### src/rtl/pwm_ramp_ctrl_if.sv
// Request/step bundle between the slow-control requester and pwm_ramp_ctrl.
// PWM_RAMP_ABORT_EN adds the abort/aborted pair.
interface pwm_ramp_ctrl_if #(
    parameter int DUTY_W = 3,
    parameter int HOLD_W = 8
);
    logic              req_valid;
    logic              req_ready;
    logic [DUTY_W-1:0] req_duty;
    logic [HOLD_W-1:0] req_hold;
    logic              duty_inc;
    logic              duty_dec;
    logic [DUTY_W-1:0] cur_duty;
    logic              busy;
    logic              done;
`ifdef PWM_RAMP_ABORT_EN
    logic              abort;
    logic              aborted;

    modport master (
        output req_valid, req_duty, req_hold, abort,
        input  req_ready, duty_inc, duty_dec, cur_duty, busy, done, aborted
    );
    modport slave (
        input  req_valid, req_duty, req_hold, abort,
        output req_ready, duty_inc, duty_dec, cur_duty, busy, done, aborted
    );
`else
    modport master (
        output req_valid, req_duty, req_hold,
        input  req_ready, duty_inc, duty_dec, cur_duty, busy, done
    );
    modport slave (
        input  req_valid, req_duty, req_hold,
        output req_ready, duty_inc, duty_dec, cur_duty, busy, done
    );
`endif
endinterface

### src/rtl/pwm_ramp_ctrl.sv
// Walks the PWM duty one inc/dec pulse at a time toward a requested target.
// Optional abort support is enabled by defining PWM_RAMP_ABORT_EN.
module pwm_ramp_ctrl #(
    parameter int DUTY_W    = 3,
    parameter int HOLD_W    = 8,
    parameter int PULSE_CYC = 2,
    parameter int DUTY_INIT = 4
) (
    input logic            clk,
    input logic            rst_n,
    pwm_ramp_ctrl_if.slave bus
);
    localparam int PCW = (PULSE_CYC > 1) ? $clog2(PULSE_CYC) : 1;

    localparam logic [1:0] ST_IDLE  = 2'd0;
    localparam logic [1:0] ST_PULSE = 2'd1;
    localparam logic [1:0] ST_HOLD  = 2'd2;
    localparam logic [1:0] ST_DONE  = 2'd3;

    logic [1:0]        state;
    logic [DUTY_W-1:0] target;
    logic [DUTY_W-1:0] cur_q;
    logic [DUTY_W-1:0] step_duty;
    logic [HOLD_W-1:0] gap;
    logic [HOLD_W-1:0] hcnt;
    logic [PCW-1:0]    pcnt;
    logic              dir_up;
    logic              inc_q;
    logic              dec_q;
    logic              stop_req;
`ifdef PWM_RAMP_ABORT_EN
    logic              abort_pend;
    logic              aborted_q;
`endif

    always_comb begin
        step_duty = dir_up ? cur_q + 1'b1 : cur_q - 1'b1;
`ifdef PWM_RAMP_ABORT_EN
        stop_req  = abort_pend | bus.abort;
`else
        stop_req  = 1'b0;
`endif
    end

    always_ff @(posedge clk or negedge rst_n) begin
        if (!rst_n) begin
            state      <= ST_IDLE;
            target     <= '0;
            cur_q      <= DUTY_W'(DUTY_INIT);
            gap        <= HOLD_W'(1);
            hcnt       <= '0;
            pcnt       <= '0;
            dir_up     <= 1'b0;
            inc_q      <= 1'b0;
            dec_q      <= 1'b0;
`ifdef PWM_RAMP_ABORT_EN
            abort_pend <= 1'b0;
            aborted_q  <= 1'b0;
`endif
        end else begin
            case (state)
                ST_IDLE: begin
                    if (bus.req_valid) begin
                        target <= bus.req_duty;
                        gap    <= (bus.req_hold == '0) ? HOLD_W'(1) : bus.req_hold;
                        pcnt   <= '0;
                        if (bus.req_duty == cur_q) begin
                            state <= ST_DONE;
                        end else begin
                            state  <= ST_PULSE;
                            dir_up <= bus.req_duty > cur_q;
                            inc_q  <= bus.req_duty > cur_q;
                            dec_q  <= bus.req_duty < cur_q;
                        end
                    end
                end
                ST_PULSE: begin
`ifdef PWM_RAMP_ABORT_EN
                    abort_pend <= stop_req;
`endif
                    // The shadow duty moves on the same edge the pulse falls.
                    if (pcnt == PCW'(PULSE_CYC - 1)) begin
                        inc_q <= 1'b0;
                        dec_q <= 1'b0;
                        cur_q <= step_duty;
                        hcnt  <= '0;
                        if (step_duty == target || stop_req) begin
                            state <= ST_DONE;
`ifdef PWM_RAMP_ABORT_EN
                            aborted_q <= stop_req;
`endif
                        end else begin
                            state <= ST_HOLD;
                        end
                    end else begin
                        pcnt <= pcnt + 1'b1;
                    end
                end
                ST_HOLD: begin
                    if (stop_req) begin
                        state <= ST_DONE;
`ifdef PWM_RAMP_ABORT_EN
                        aborted_q <= 1'b1;
`endif
                    end else if (hcnt == gap - 1'b1) begin
                        state <= ST_PULSE;
                        pcnt  <= '0;
                        inc_q <= dir_up;
                        dec_q <= ~dir_up;
                    end else begin
                        hcnt <= hcnt + 1'b1;
                    end
                end
                default: begin
                    state <= ST_IDLE;
`ifdef PWM_RAMP_ABORT_EN
                    abort_pend <= 1'b0;
                    aborted_q  <= 1'b0;
`endif
                end
            endcase
        end
    end

    assign bus.req_ready = (state == ST_IDLE);
    assign bus.busy      = (state != ST_IDLE);
    assign bus.done      = (state == ST_DONE);
    assign bus.duty_inc  = inc_q;
    assign bus.duty_dec  = dec_q;
    assign bus.cur_duty  = cur_q;
`ifdef PWM_RAMP_ABORT_EN
    assign bus.aborted   = aborted_q;
`endif
endmodule

### src/flat_wrapper.sv
// flat-port wrapper written by rule: the top's interface ports become plain ports
module pwm_ramp_ctrl_flat 
#(
    parameter int DUTY_W    = 3,
    parameter int HOLD_W    = 8,
    parameter int PULSE_CYC = 2,
    parameter int DUTY_INIT = 4
)
  (clk, rst_n, bus_req_valid, bus_req_duty, bus_req_hold, bus_req_ready, bus_duty_inc, bus_duty_dec, bus_cur_duty, bus_busy, bus_done);
  pwm_ramp_ctrl_if #(.DUTY_W(DUTY_W), .HOLD_W(HOLD_W)) bus_i ();
  input logic clk;
  input logic rst_n;
  input wire logic [$bits(bus_i.req_valid)-1:0] bus_req_valid;
  input wire logic [$bits(bus_i.req_duty)-1:0] bus_req_duty;
  input wire logic [$bits(bus_i.req_hold)-1:0] bus_req_hold;
  output wire logic [$bits(bus_i.req_ready)-1:0] bus_req_ready;
  output wire logic [$bits(bus_i.duty_inc)-1:0] bus_duty_inc;
  output wire logic [$bits(bus_i.duty_dec)-1:0] bus_duty_dec;
  output wire logic [$bits(bus_i.cur_duty)-1:0] bus_cur_duty;
  output wire logic [$bits(bus_i.busy)-1:0] bus_busy;
  output wire logic [$bits(bus_i.done)-1:0] bus_done;
  assign bus_i.req_valid = bus_req_valid;
  assign bus_i.req_duty = bus_req_duty;
  assign bus_i.req_hold = bus_req_hold;
  assign bus_req_ready = bus_i.req_ready;
  assign bus_duty_inc = bus_i.duty_inc;
  assign bus_duty_dec = bus_i.duty_dec;
  assign bus_cur_duty = bus_i.cur_duty;
  assign bus_busy = bus_i.busy;
  assign bus_done = bus_i.done;
  pwm_ramp_ctrl #(.DUTY_W(DUTY_W), .HOLD_W(HOLD_W), .PULSE_CYC(PULSE_CYC), .DUTY_INIT(DUTY_INIT)) u_core (.clk(clk), .rst_n(rst_n), .bus(bus_i));
endmodule
### config.mk
export PLATFORM = sky130hd
export DESIGN_NAME = pwm_ramp_ctrl_flat
export DESIGN_NICKNAME = d
export VERILOG_FILES = /design/src/rtl/pwm_ramp_ctrl_if.sv /design/src/rtl/pwm_ramp_ctrl.sv /design/src/flat_wrapper.sv
export SDC_FILE = /design/constraint.sdc
export NUM_CORES = 1
export LEC_CHECK = 0
export CAP_MARGIN = 15
export CORE_ASPECT_RATIO = 0.7
export CORE_MARGIN = 2
export CORE_UTILIZATION = 50
export DETAILED_ROUTE_END_ITERATION = 16
export PLACE_DENSITY = 0.76
export SKIP_CTS_REPAIR_TIMING = 1
export SKIP_LAST_GASP = 1
export SLEW_MARGIN = 0
export SYNTH_ARGS = -nofsm -noshare
export SYNTH_HDL_FRONTEND = slang
export SYNTH_SLANG_ARGS = --single-unit
### constraint.sdc
create_clock -name clk -period 2.6 [get_ports clk]
set_input_delay 0.78 -clock clk [delete_from_list [all_inputs] [get_ports clk]]
set_output_delay 0.78 -clock clk [all_outputs]
set_load 0.02 [all_outputs]
==> results.md <==
* Run status: complete, but fails checks
* Failing checks: negative setup slack
* Hold Path Origin: u_core.bus.duty_inc$_DFFE_PN0P_
* Reg2reg setup slack at -0.05 ns
* Die Span Y at 54.2 um
* Seq pwr share at 28.3%
* Starting density of the core at 51.5%
* Largest net degree at the start of global routing at 29
* DR iter-0 viols at 175
* Total wire length at 4290 um
* FF+latch count, synth at 28
* Internal power at 1700 uW
* Chip width at 75.7 um
* Top-count cell post-synth: dfrtp_1
* Net Sw Power at 1160 uW
* Yosys cell types at 50
* Slew @ Worst Pin at 0.431 ns
* Fillers at 260
* Final ANT Viol Nets at 0
* Drt pass-1 iters at 4
* Synth top area cells: dfrtp_1 36%, mux2_2 7.5%, xnor2_1 6.8%
* Crit path max fanout at 4
* Reg-to-Reg Start: u_core.gap[0]$_DFFE_PN1P_
* Latest clock arrival within the worst-skew pair at 0.28 ns
* Switch share at 40.5%
* # clock sinks at 28
* Post-synth EDFFs at 0
* Crit path kind: reg2reg
* Fmax at 0.377 GHz
* Setup crit start kind: register
* Clock Skew at 0.00328 ns
* Clock-pin slew on the worst setup and hold paths at 0.10 ns
* Gr usage total at 23.6%
* Seq/Total Area, Yosys at 39.1%
* Total CTS buffers at 3
* Clock power share at 12.4%
* Max cap viols at 0
* Num rows at 18
* Post-route DRC at 0
* Avg Inst Size Synth at 10.5 um2
* Hold path cells at 1
* Initial antenna violation count at 0
* GR Overflow Total at 0
* RSZ-0062 raised after global routing: true
* Slew headroom at 71.1%
* FF-to-FF path depth at 8
* Placed Area at 0.00215 mm2
* Die area at 0.00410 mm2
* Synth Flop Type: dfrtp_1
* Via Count at 1,466
* Via-per-instance ratio at 5.70
* Crit path DAT at 2.83 ns
* Routed wire per std cell at 16.7 um
* Final Power at 2860 uW
* Vias in the first global route at 1,437
* Nets at 232
* Hold Path Sink: u_core.bus.duty_inc$_DFFE_PN0P_
* Port Buf Inserts at 21
* DPL Wire Length at 3220 um
* Final setup margin at -0.0492 ns
* Core area at 0.00349 mm2
* Mapped cell area at 0.00180 mm2
* Pleak at 0.000972 uW
* Synth Warn # at 0
* Share of synthesized flip-flops with an asynchronous set or reset at 100%
* Min-delay worst type: reg2reg
* P&R area growth vs syn at 27.5%
* Post-Syn Instances at 172
* RR Endpoint: u_core.pcnt$_DFFE_PN0P_
* Synth cell count leaders: 26 x dfrtp_1, 14 x xnor2_1, 12 x inv_1, 12 x mux2_2
* GP Congestion at 0.853
* Io pins at 22
* PD cells at 1250 mW/mm2
* Comb pwr share at 59.3%
* Slew Viols, Final at 0
* Peak VDD IR at 767 uV
* Area leader, netlist: dfrtp_1
* Top-area cell type share of the netlist area at 36.2%
* CP required at 2.78 ns
* CTS H-Tree Depth at 1
* Setup crit end kind: register
* Syn nets at 196
* Fraction of layout cells with a size suffix above 1 at 22.7%
* First-pass GRT wire length at 7000 um
* CTS Buffer Depth at 2
* Final hold violation count at 0
* Final Cycle Share at 102%
* Root buf cell: clkbuf_8
* TritonCTS clock tree: done
* Final instance area at 0.00229 mm2
* Min Clock Period, post-route at 2.65 ns
* Final setup violation count at 4
* Diodes inserted at 0
==> cells in the final DEF, fill, tap and decap left out, drive strengths merged, types with 2 or more instances in the layout <==
| cell type | netlist | routed |
|---|---|---|
| a211oi | 4 | 4 |
| a21oi | 5 | 5 |
| a221oi | 2 | 2 |
| and3 | 2 | 2 |
| and4 | 2 | 2 |
| buf | 1 | 13 |
| clkbuf | 2 | 3 |
| clkdlybuf4s50 | 0 | 20 |
| dfrtp | 26 | 26 |
| dfstp | 2 | 2 |
| ha | 9 | 9 |
| inv | 12 | 12 |
| mux2 | 15 | 15 |
| mux2i | 2 | 2 |
| nand2 | 9 | 9 |
| nand2b | 4 | 4 |
| nand3 | 3 | 3 |
| nor2 | 11 | 11 |
| nor2b | 2 | 2 |
| nor3 | 6 | 6 |
| nor4 | 2 | 2 |
| o21a | 2 | 2 |
| o21ai | 12 | 12 |
| or4 | 2 | 2 |
| xnor2 | 14 | 14 |
==> power groups by stage <==
stage,Sequential (uW),Combinational [uW],Clock [uW]
3_5_place_dp,815,1550,0
5_1_grt,835,1860,376
6_report,811,1700,355
4_1_cts,805,1560,357
2_1_floorplan,818,1060,0
3_3_place_gp,795,1480,0
==> layer usage <==
| metal | vias to the layer above | routed length (um) | track usage (%) |
|---|---|---|---|
| li1 | 703 | - | - |
| met1 | 705 | 2020 | 33.0 |
| met3 | 8 | 249 | 5.24 |
| met2 | 50 | 1970 | 36.8 |
| met5 | - | 0 | 0 |
| met4 | 0 | 53 | 7.31 |
==> sequential cells by signal, summed over array words and instances, names as in the netlist <==
name / count
u_core.bus.cur_duty: 3
u_core.bus.duty_dec: 1
u_core.bus.duty_inc: 1
u_core.dir_up: 1
u_core.gap: 8
u_core.hcnt: 8
u_core.pcnt: 1
u_core.state: 2
u_core.target: 3
==> stage by stage <==
stage               utilization [%]  setup slack, ns  setup TNS [ns]  hold WS [ns]  cells
detailed placement             61.7          -0.0919          -0.339         0.498    252
CTS                            63.8           -0.107          -0.306         0.521    256
finish                         65.7          -0.0492          -0.137         0.519    257
global placement               61.7          -0.0629          -0.126         0.493    252
floorplan                         -          -0.0455          -0.115         0.470    172
global route                   65.7           -0.125          -0.577         0.538    257
==> cell type report <==
class                           count  area [um2]  area share [%]
Sequential cell                    28         703            30.7
Clock inverter                      1        30.0            1.31
Clock buffer                        3        41.3            1.80
Inverter                           12        45.0            1.97
Timing Repair Buffer               34         310            13.5
Tap cell                           50        62.6            2.73
Multi-Input combinational cell    129        1100            48.0
==> how the worst max path moves through the flow <==
stage,start,end,cells after the start
6_report,u_core.gap[0]$_DFFE_PN1P_,u_core.pcnt$_DFFE_PN0P_,8
2_1_floorplan,u_core.gap[0]$_DFFE_PN1P_,u_core.state[0]$_DFFE_PN0P_,7
3_5_place_dp,bus_req_duty[0],u_core.bus.duty_dec$_DFFE_PN0P_,8
4_1_cts,u_core.gap[1]$_DFFE_PN0P_,u_core.state[1]$_DFFE_PN0P_,6
5_1_grt,u_core.gap[0]$_DFFE_PN1P_,u_core.state[1]$_DFFE_PN0P_,8
3_3_place_gp,bus_req_duty[0],u_core.bus.duty_inc$_DFFE_PN0P_,8
==> cell families after synthesis <==
kind of cell | count (synthesis) | share of synthesized area (%)
XOR/XNOR | 16 | 8.56
buffers and inverters | 15 | 3.55
adder cells (fa/ha/maj) | 10 | 7.38
flip-flops | 28 | 39.1
AO/OA/AOI/OAI | 37 | 15.8
multiplexers | 17 | 10.5
AND/OR/NAND/NOR | 49 | 15.1
==> worst max-delay path: stages, from the launching register on <==
cell and delay [ns]:
dfstp_2 0.58, inv_2 0.06, ha_4 0.21, xnor2_1 0.13, a311o_1 0.32, a2111oi_4 0.42
o21ai_4 0.15, a221oi_1 0.32, mux2_1 0.35
Note: power is estimated with default switching activity, not from simulation.
